## config.mk

```make
export PLATFORM = sky130hd
export DESIGN_NAME = inst_queue
export DESIGN_NICKNAME = d
export VERILOG_FILES = /design/src/rtl/inst_queue_pkg.sv /design/src/rtl/inst_queue.sv
export SDC_FILE = /design/constraint.sdc
export NUM_CORES = 1
export LEC_CHECK = 0
export CAP_MARGIN = 25
export CORE_MARGIN = 4
export CORE_UTILIZATION = 50
export DETAILED_ROUTE_END_ITERATION = 6
export DONT_BUFFER_PORTS = 1
export PLACE_DENSITY_LB_ADDON = 0.25
export SETUP_SLACK_MARGIN = 0.02
export SYNTH_ARGS = -nofsm -noshare
export SYNTH_HDL_FRONTEND = slang
export SYNTH_SLANG_ARGS = --single-unit
export TNS_END_PERCENT = 20
```

## constraint.sdc

```tcl
create_clock -name clk -period 6.24 [get_ports clk]
set_input_delay 0.936 -clock clk [delete_from_list [all_inputs] [get_ports clk]]
set_output_delay 0.936 -clock clk [all_outputs]
set_load 0.1 [all_outputs]
```

## src/rtl/inst_queue_pkg.sv

```systemverilog
// Types shared between fetch, the instruction queue and decode.
package inst_queue_pkg;

  localparam int IQ_DEPTH = 8;

  typedef struct packed {
    logic [31:0] pc;
    logic [31:0] inst;
  } fetch_pkt_t;

endpackage

```

## src/rtl/inst_queue.sv

```systemverilog
// Instruction queue between fetch and decode: flop-array FIFO with flush.
// Head entry is driven straight from storage; there is no enqueue-to-dequeue bypass.
module inst_queue
  import inst_queue_pkg::*;
#(
  parameter int DEPTH = IQ_DEPTH,
  parameter int PTR_W = $clog2(DEPTH)
) (
  input  logic             clk,
  input  logic             rst,
  input  logic             flush,
  input  logic             enq_valid,
  input  fetch_pkt_t       enq_pkt,
  output logic             enq_ready,
  output logic             deq_valid,
  output fetch_pkt_t       deq_pkt,
  input  logic             deq_ready,
  output logic [PTR_W:0]   count
);

  localparam int CNT_W = PTR_W + 1;

  if (DEPTH < 2 || (DEPTH & (DEPTH - 1)) != 0) begin : g_bad_depth
    $error("inst_queue: DEPTH must be a power of two and at least 2");
  end

  fetch_pkt_t             mem_q [DEPTH];
  logic [PTR_W-1:0]       wptr_q, wptr_d;
  logic [PTR_W-1:0]       rptr_q, rptr_d;
  logic [CNT_W-1:0]       cnt_q, cnt_d;
  logic                   enq_fire, deq_fire;

  // Readiness comes only from registered occupancy, so enq_ready never sees deq_ready.
  assign enq_ready = (cnt_q != CNT_W'(DEPTH));
  assign deq_valid = (cnt_q != '0);
  assign deq_pkt   = mem_q[rptr_q];
  assign count     = cnt_q;

  assign enq_fire = enq_valid && enq_ready && !flush;
  assign deq_fire = deq_valid && deq_ready && !flush;

  always_comb begin
    wptr_d = wptr_q;
    rptr_d = rptr_q;
    cnt_d  = cnt_q;
    if (flush) begin
      wptr_d = '0;
      rptr_d = '0;
      cnt_d  = '0;
    end else begin
      if (enq_fire) wptr_d = wptr_q + PTR_W'(1);
      if (deq_fire) rptr_d = rptr_q + PTR_W'(1);
      case ({enq_fire, deq_fire})
        2'b10:   cnt_d = cnt_q + CNT_W'(1);
        2'b01:   cnt_d = cnt_q - CNT_W'(1);
        default: cnt_d = cnt_q;
      endcase
    end
  end

  always_ff @(posedge clk) begin
    if (!rst) begin
      wptr_q <= '0;
      rptr_q <= '0;
      cnt_q  <= '0;
    end else begin
      wptr_q <= wptr_d;
      rptr_q <= rptr_d;
      cnt_q  <= cnt_d;
    end
  end

  // Storage is never cleared; pointers and count alone define which entries are live.
  always_ff @(posedge clk) begin
    if (rst && enq_fire) mem_q[wptr_q] <= enq_pkt;
  end

endmodule

```

==> results.ini, run 1 <==
[setup_path]
crit_chain = buf_4 -> mux4_2 -> mux2_2
r2r_end = count[2]
end_kind = output port
cp.arrival_ns = 3.07
slowest_stage = dfxtp_4
cp_num_buf_inv = 1
cpLargestDelayFamily = multiplexers
ff2ff_setup_slack_ns = 2.33
cp.depth = 3
required_ns = 5.30
reg2reg_depth = 10
slowest_delay_ns = 0.83
r2r_start = count[3]
critPathKind = reg2out
startpoint_type = register
worstPathMaxFanout = 46

[routing]
ant_nets = 0
dr.pass1.iters = 4
vias = 8216
routed_wl_mm = 36.6
wire_per_inst_um = 26.0
drtIter0Drc = 624
viasPerCell = 5.83
route.detailed.drc = 0

[placed_design]
gp_congestion = 0.786
port_buffers = 0
hpwl_mm = 20.9
pre_cts_slack_ns = 2.36

[final_layout]
layout-drive-gt1-share_pct = 33.3
fillCellCount = 2789
diodes = 0
area_delta_synth_final_pct = 11.6
postLayoutCoreUtil_pct = 56.8
multi_input_area_um2 = 4060
nNetsFinal = 929
seq_area_um2 = 15600

[timing]
relSlewSlack_pct = 29.0
fin_crit_sh_pct = 64.1
hold_viol = 0
period_minus_slack_ns = 4.00
slew_violations = 0
fin_ws_ns = 2.24
setup_violations = 0
rsz0062_at_grt = no
max_freq_mhz = 250
clock_skew_ns = 0.0129
tightest_slew_ns = 1.06

[global_routing]
grt_pass1_wl_mm = 56.5
grt_overflow = 0
grtUsageTotal_pct = 17.2
grt_max_degree = 73
first_global_vias = 9124
antenna_found_initial = 1

[synth]
yosysTopAreaCell = edfxtp_1
synth_area_um2 = 19900
synth_top_area_share_pct = 77.3
avgSynthCellArea_um2 = 24.3
ys_top_cells_by_area = edfxtp_1 (77%), mux4_2 (15%), mux2_2 (3.6%), dfxtp_1 (1.3%), buf_6 (0.68%)
synth.distinct_cells = 32
yosysWarnings = 0
synth_seq_cells = 525
syn_inst = 818
synth_nets = 892
ys_seq_area_share_pct = 78.7

[clocking]
postCtsSetupBuffers = 0
cts_resized = 0
insertion_delay_ns = 0.59
cts_buffers = 52
tritoncts = yes
cts.path.max_buffers = 3
clock-sinks = 525
htreeDepth = 2
clkTransAtPathRegs_ns = 0.06
hold_buffers = 0
clockRootBuffer = clkbuf_16

[floorplanning]
die_h_um = 207
die-area_um2 = 43000
coreArea_um2 = 39000
ios = 139
die_x_um = 207
rows = 72
start_util_pct = 51.0

[power]
irDropWorstVdd_v = 0.000229
powerDensity_nw_per_um2 = 315
leakagePower_nw = 6.65

[run_status]
status = complete, no violations

[min_path]
worstHoldEndpoint = mem_q[1][14]
holdCritPathClass = in2reg
min_from = enq_pkt[14]
whs_path_depth = 0

[job]
max-cap-violations = 0

worst reg2reg max path, stage by stage, from the launching register on:
cell,delay [ns]
dfxtp_1,1.00
or4b_1,1.02
nand2_1,0.35
or2_2,0.17
ha_1,0.28
xor2_1,0.17
ha_1,0.17
a21oi_1,0.05
xor2_1,0.17
or3_1,0.32
a21oi_1,0.15
cells in the final DEF (no fill, tap or decap), drive strengths merged:
cell	synthesis	layout
o31ai	1	1
a2111oi	1	1
o41ai	1	1
nor3	2	2
mux4	128	128
o21ai	1	1
or3	2	2
bufinv	0	2
edfxtp	512	512
nand3	5	5
mux2i	1	1
a21oi	4	4
clkinv	0	27
nand2	6	6
inv	0	3
nor4	1	1
ha	5	5
nand3b	1	1
xor2	7	7
nor4b	1	1
nand2b	4	4
or4b	1	1
nor2	15	15
buf	26	21
mux2	64	64
nand4	1	1
or2	1	1
clkinvlp	0	2
or4	1	1
dfxtp	13	13
clkbuf	12	57
nor2b	1	1
cells by family after synthesis:
| family | Yosys count | synth area share [%] |
|---|---|---|
| compound gates | 8 | 0.252 |
| xor+xnor | 7 | 0.308 |
| fa+ha+maj | 5 | 0.315 |
| buf+inv | 38 | 1.23 |
| flops | 525 | 78.7 |
| mux | 193 | 18.2 |
| simple gates | 42 | 1.06 |
layout make-up:
type	count	area share (%)
clock inverters	34	1.13
flip-flops and latches	525	70.6
well taps	518	2.92
multi-input cells	255	18.3
repair buffers	21	1.03
clock buffers	57	6.05
registers in the layout (all words and copies together), names as in the netlist, named ones only:
register and count:
wptr_q 3, rptr_q 3, mem_q 512, count 4
synth_stat cells:
master,instances
buf_1,9
buf_2,3
or3_1,2
mux2i_1,1
or2_2,1
a2111oi_0,1
dfxtp_1,13
mux2_2,64
buf_6,12
o31ai_1,1
nor4_1,1
nor3_1,2
nor4b_1,1
nand4_1,1
nor2b_1,1
a21oi_1,4
nor2_1,15
o41ai_1,1
nand3_1,5
o21ai_0,1
or4_1,1
buf_4,2
edfxtp_1,512
ha_1,5
mux4_2,128
nand2_1,6
nand3b_1,1
xor2_1,7
nand2b_1,4
clkbuf_1,11
or4b_1,1
clkbuf_2,1
routing by layer:
layer	global-route usage, %	vias to the layer above	wire length, um	share of wire [%]
met5	0	-	0	0
met4	3.99	0	651	1.8
met3	5.67	48	2740	7.5
met2	28.1	225	18400	50
met1	23.1	4383	14800	40
li1	-	3560	-	-
worst max-delay path by stage:
stage | startpoint | slack (ns) | end
6_report | register | 2.24 | deq_pkt[9]
5_1_grt | register | 2.01 | deq_pkt[9]
4_1_cts | register | 2.12 | deq_pkt[9]
3_5_place_dp | count[3] | 2.36 | count[2]
3_3_place_gp | count[3] | 2.37 | count[2]
2_1_floorplan | count[1] | -0.72 | mem_q[4][0]
stage by stage:
step	hold slack (ns)	instance area, um2	std cells	total power, mW	setup TNS, ns
floorplan	0.454	19900	818	4.14	-45.87
global placement	0.467	20600	1318	4.16	0
detailed placement	0.489	20600	1318	4.16	0
CTS	0.388	22100	1409	7.06	0
global route	0.389	22200	1410	7.22	0
finish	0.431	22200	1410	6.98	0
power breakdown:
group	leakage (nW)	switching, mW	internal (mW)
clock network	0.782	1.27	1.63
registers	4.72	0.00595	3.89
logic	1.15	0.150	0.0397
Power figures use the tool's default switching activity.
==> run 2, diff against run 1 <==
Clock period 6.24 ns to 3.3 ns, I/O delays scaled along.
==> results.ini, run 2 (synthesis gave the netlist of run 1 again) <==
[final_layout]
layout_common_cells = edfxtp_1 (512), mux4_2 (128), mux2_2 (64), dlygate4sd3_1 (64), clkbuf_16 (53)
area_delta_synth_final_pct = 15.7
layout-drive-gt1-share_pct = 32.4
layout_commonest_cell = edfxtp_1
diodes = 0
nNetsFinal = 998
top_register = mem_q
layoutNonFillerInstCount = 1482
largest_register_ffs = 512

[floorplanning]
start_util_pct = 51.0
die_x_um = 207
rows = 72
die_h_um = 207
die-area_um2 = 43000
coreArea_um2 = 39000
ios = 139

[timing]
relSlewSlack_pct = 50.4
hold_viol = 0
whs_ns = 0.0916
max_freq_mhz = 320
clock_skew_ns = 0.0108
setup_violations = 0
tightest_slew_ns = 0.745
rsz0062_at_grt = yes
period_minus_slack_ns = 3.12
fin_crit_sh_pct = 94.6
slew_violations = 0

[global_routing]
grt_max_degree = 73
grtUsageTotal_pct = 18.0
grt_overflow = 0
first_global_vias = 9395
antenna_found_initial = 1
grt_pass1_wl_mm = 58.8

[placed_design]
placedCellCount = 1325
port_buffers = 0
gp_congestion = 0.757
hpwl_mm = 20.9

[clocking]
htreeDepth = 2
cts_buffers = 51
cts.path.max_buffers = 3
insertion_delay_ns = 0.57
tritoncts = yes
clkTransAtPathRegs_ns = 0.06
clockRootBuffer = clkbuf_16
postCtsSetupBuffers = 0
clock-sinks = 525

[run_status]
status = complete, no violations

[power]
p_comb_share_pct = 3.6
leakagePower_nw = 6.99
pwr-share-clk_pct = 41.5
irDropWorstVdd_v = 0.000486
switching_share_pct = 20.1
p_int_mw = 10.7
powerDensity_nw_per_um2 = 583
power_frac_seq_pct = 54.9
p_sw_mw = 2.70

[setup_path]
cp.arrival_ns = 2.63
critPathKind = reg2out
startpoint_type = register
worstPathMaxFanout = 17
ff2ff_setup_slack_ns = 0.46
end_kind = output port
required_ns = 2.80

[routing]
dr.pass1.iters = 5
viasPerCell = 5.81
drtIter0Drc = 561
ant_nets = 0
route.detailed.drc = 0
routed_wl_mm = 38.4
vias = 8608
wire_per_inst_um = 25.9

[job]
max-cap-violations = 0

[min_path]
holdCritPathClass = in2reg

## run 2: cell count changes in the layout (fill, tap and decap cells not counted), moves of 2 or more
cell,previous run,this run
bufinv_16,2,4
dfxtp_1,10,6
inv_16,2,0
clkinv_1,15,9
buf_12,4,11
clkbuf_1,4,10
dlygate4sd3_1,0,64
dfxtp_4,3,7
clkinv_2,9,13
## run 2: critical path, stage by stage, from the launching register on
cell and delay [ns]:
dfxtp_4 0.57, buf_4 0.41, mux4_2 0.54, mux2_2 0.51
## run 2: worst paths after layout
| path | startpoint | end | depth (start not counted) |
|---|---|---|---|
| setup / recovery | register | deq_pkt[63] | 3 |
| setup reg to reg | count[3] | count[2] | 10 |
| hold reg to reg | rptr_q[1] | register | 2 |
| hold / removal | enq_valid | wptr_q[1] | 2 |
## run 2: cell type report
class | instances | area, um2
Clock buffer | 63 | 1360
Fill cell | 2681 | 16000
Clock inverter | 30 | 253
Tap cell | 518 | 648
Sequential cell | 525 | 15700
Timing Repair Buffer | 91 | 985
Multi-Input combinational cell | 255 | 4080
## run 2: per-layer routing
layer  wire (um)  up-vias  track usage, %
li1            -     3708               -
met1       15800     4591            24.8
met2       19400      245            29.7
met3        2330       62            3.97
met4         816        2            5.04
met5          13        -               0
## run 2: power groups by stage
| stage | registers [mW] | logic [mW] | clock network, mW |
|---|---|---|---|
| 2_1_floorplan | 7.50 | 0.321 | 0 |
| 3_3_place_gp | 7.50 | 0.356 | 0 |
| 3_5_place_dp | 7.51 | 0.359 | 0 |
| 4_1_cts | 7.36 | 0.491 | 5.73 |
| 5_1_grt | 7.36 | 0.512 | 6.03 |
| 6_report | 7.36 | 0.485 | 5.57 |
## run 2: timing repair
| action | 4_1_cts | 5_1_grt |
|---|---|---|
| hold buffers | 64 | 0 |
| setup endpoints to repair | 0 | 40 |
| resized for setup | 0 | 1 |
| endpoints found under the hold margin | 512 | 0 |
## run 2: per-stage QoR
stage          setup TNS [ns]  worst slack [ns]  area, um2  utilization [%]  total power, mW
2_1_floorplan          -27.39            -0.130      20000                -             7.83
3_3_place_gp                0             0.657      20700             53.1             7.86
3_5_place_dp                0             0.496      20700             53.1             7.87
4_1_cts                     0            0.0770      23000             58.9             13.6
5_1_grt                -0.134           -0.0162      23000             58.9             13.9
6_report                    0             0.179      23000             58.9             13.4
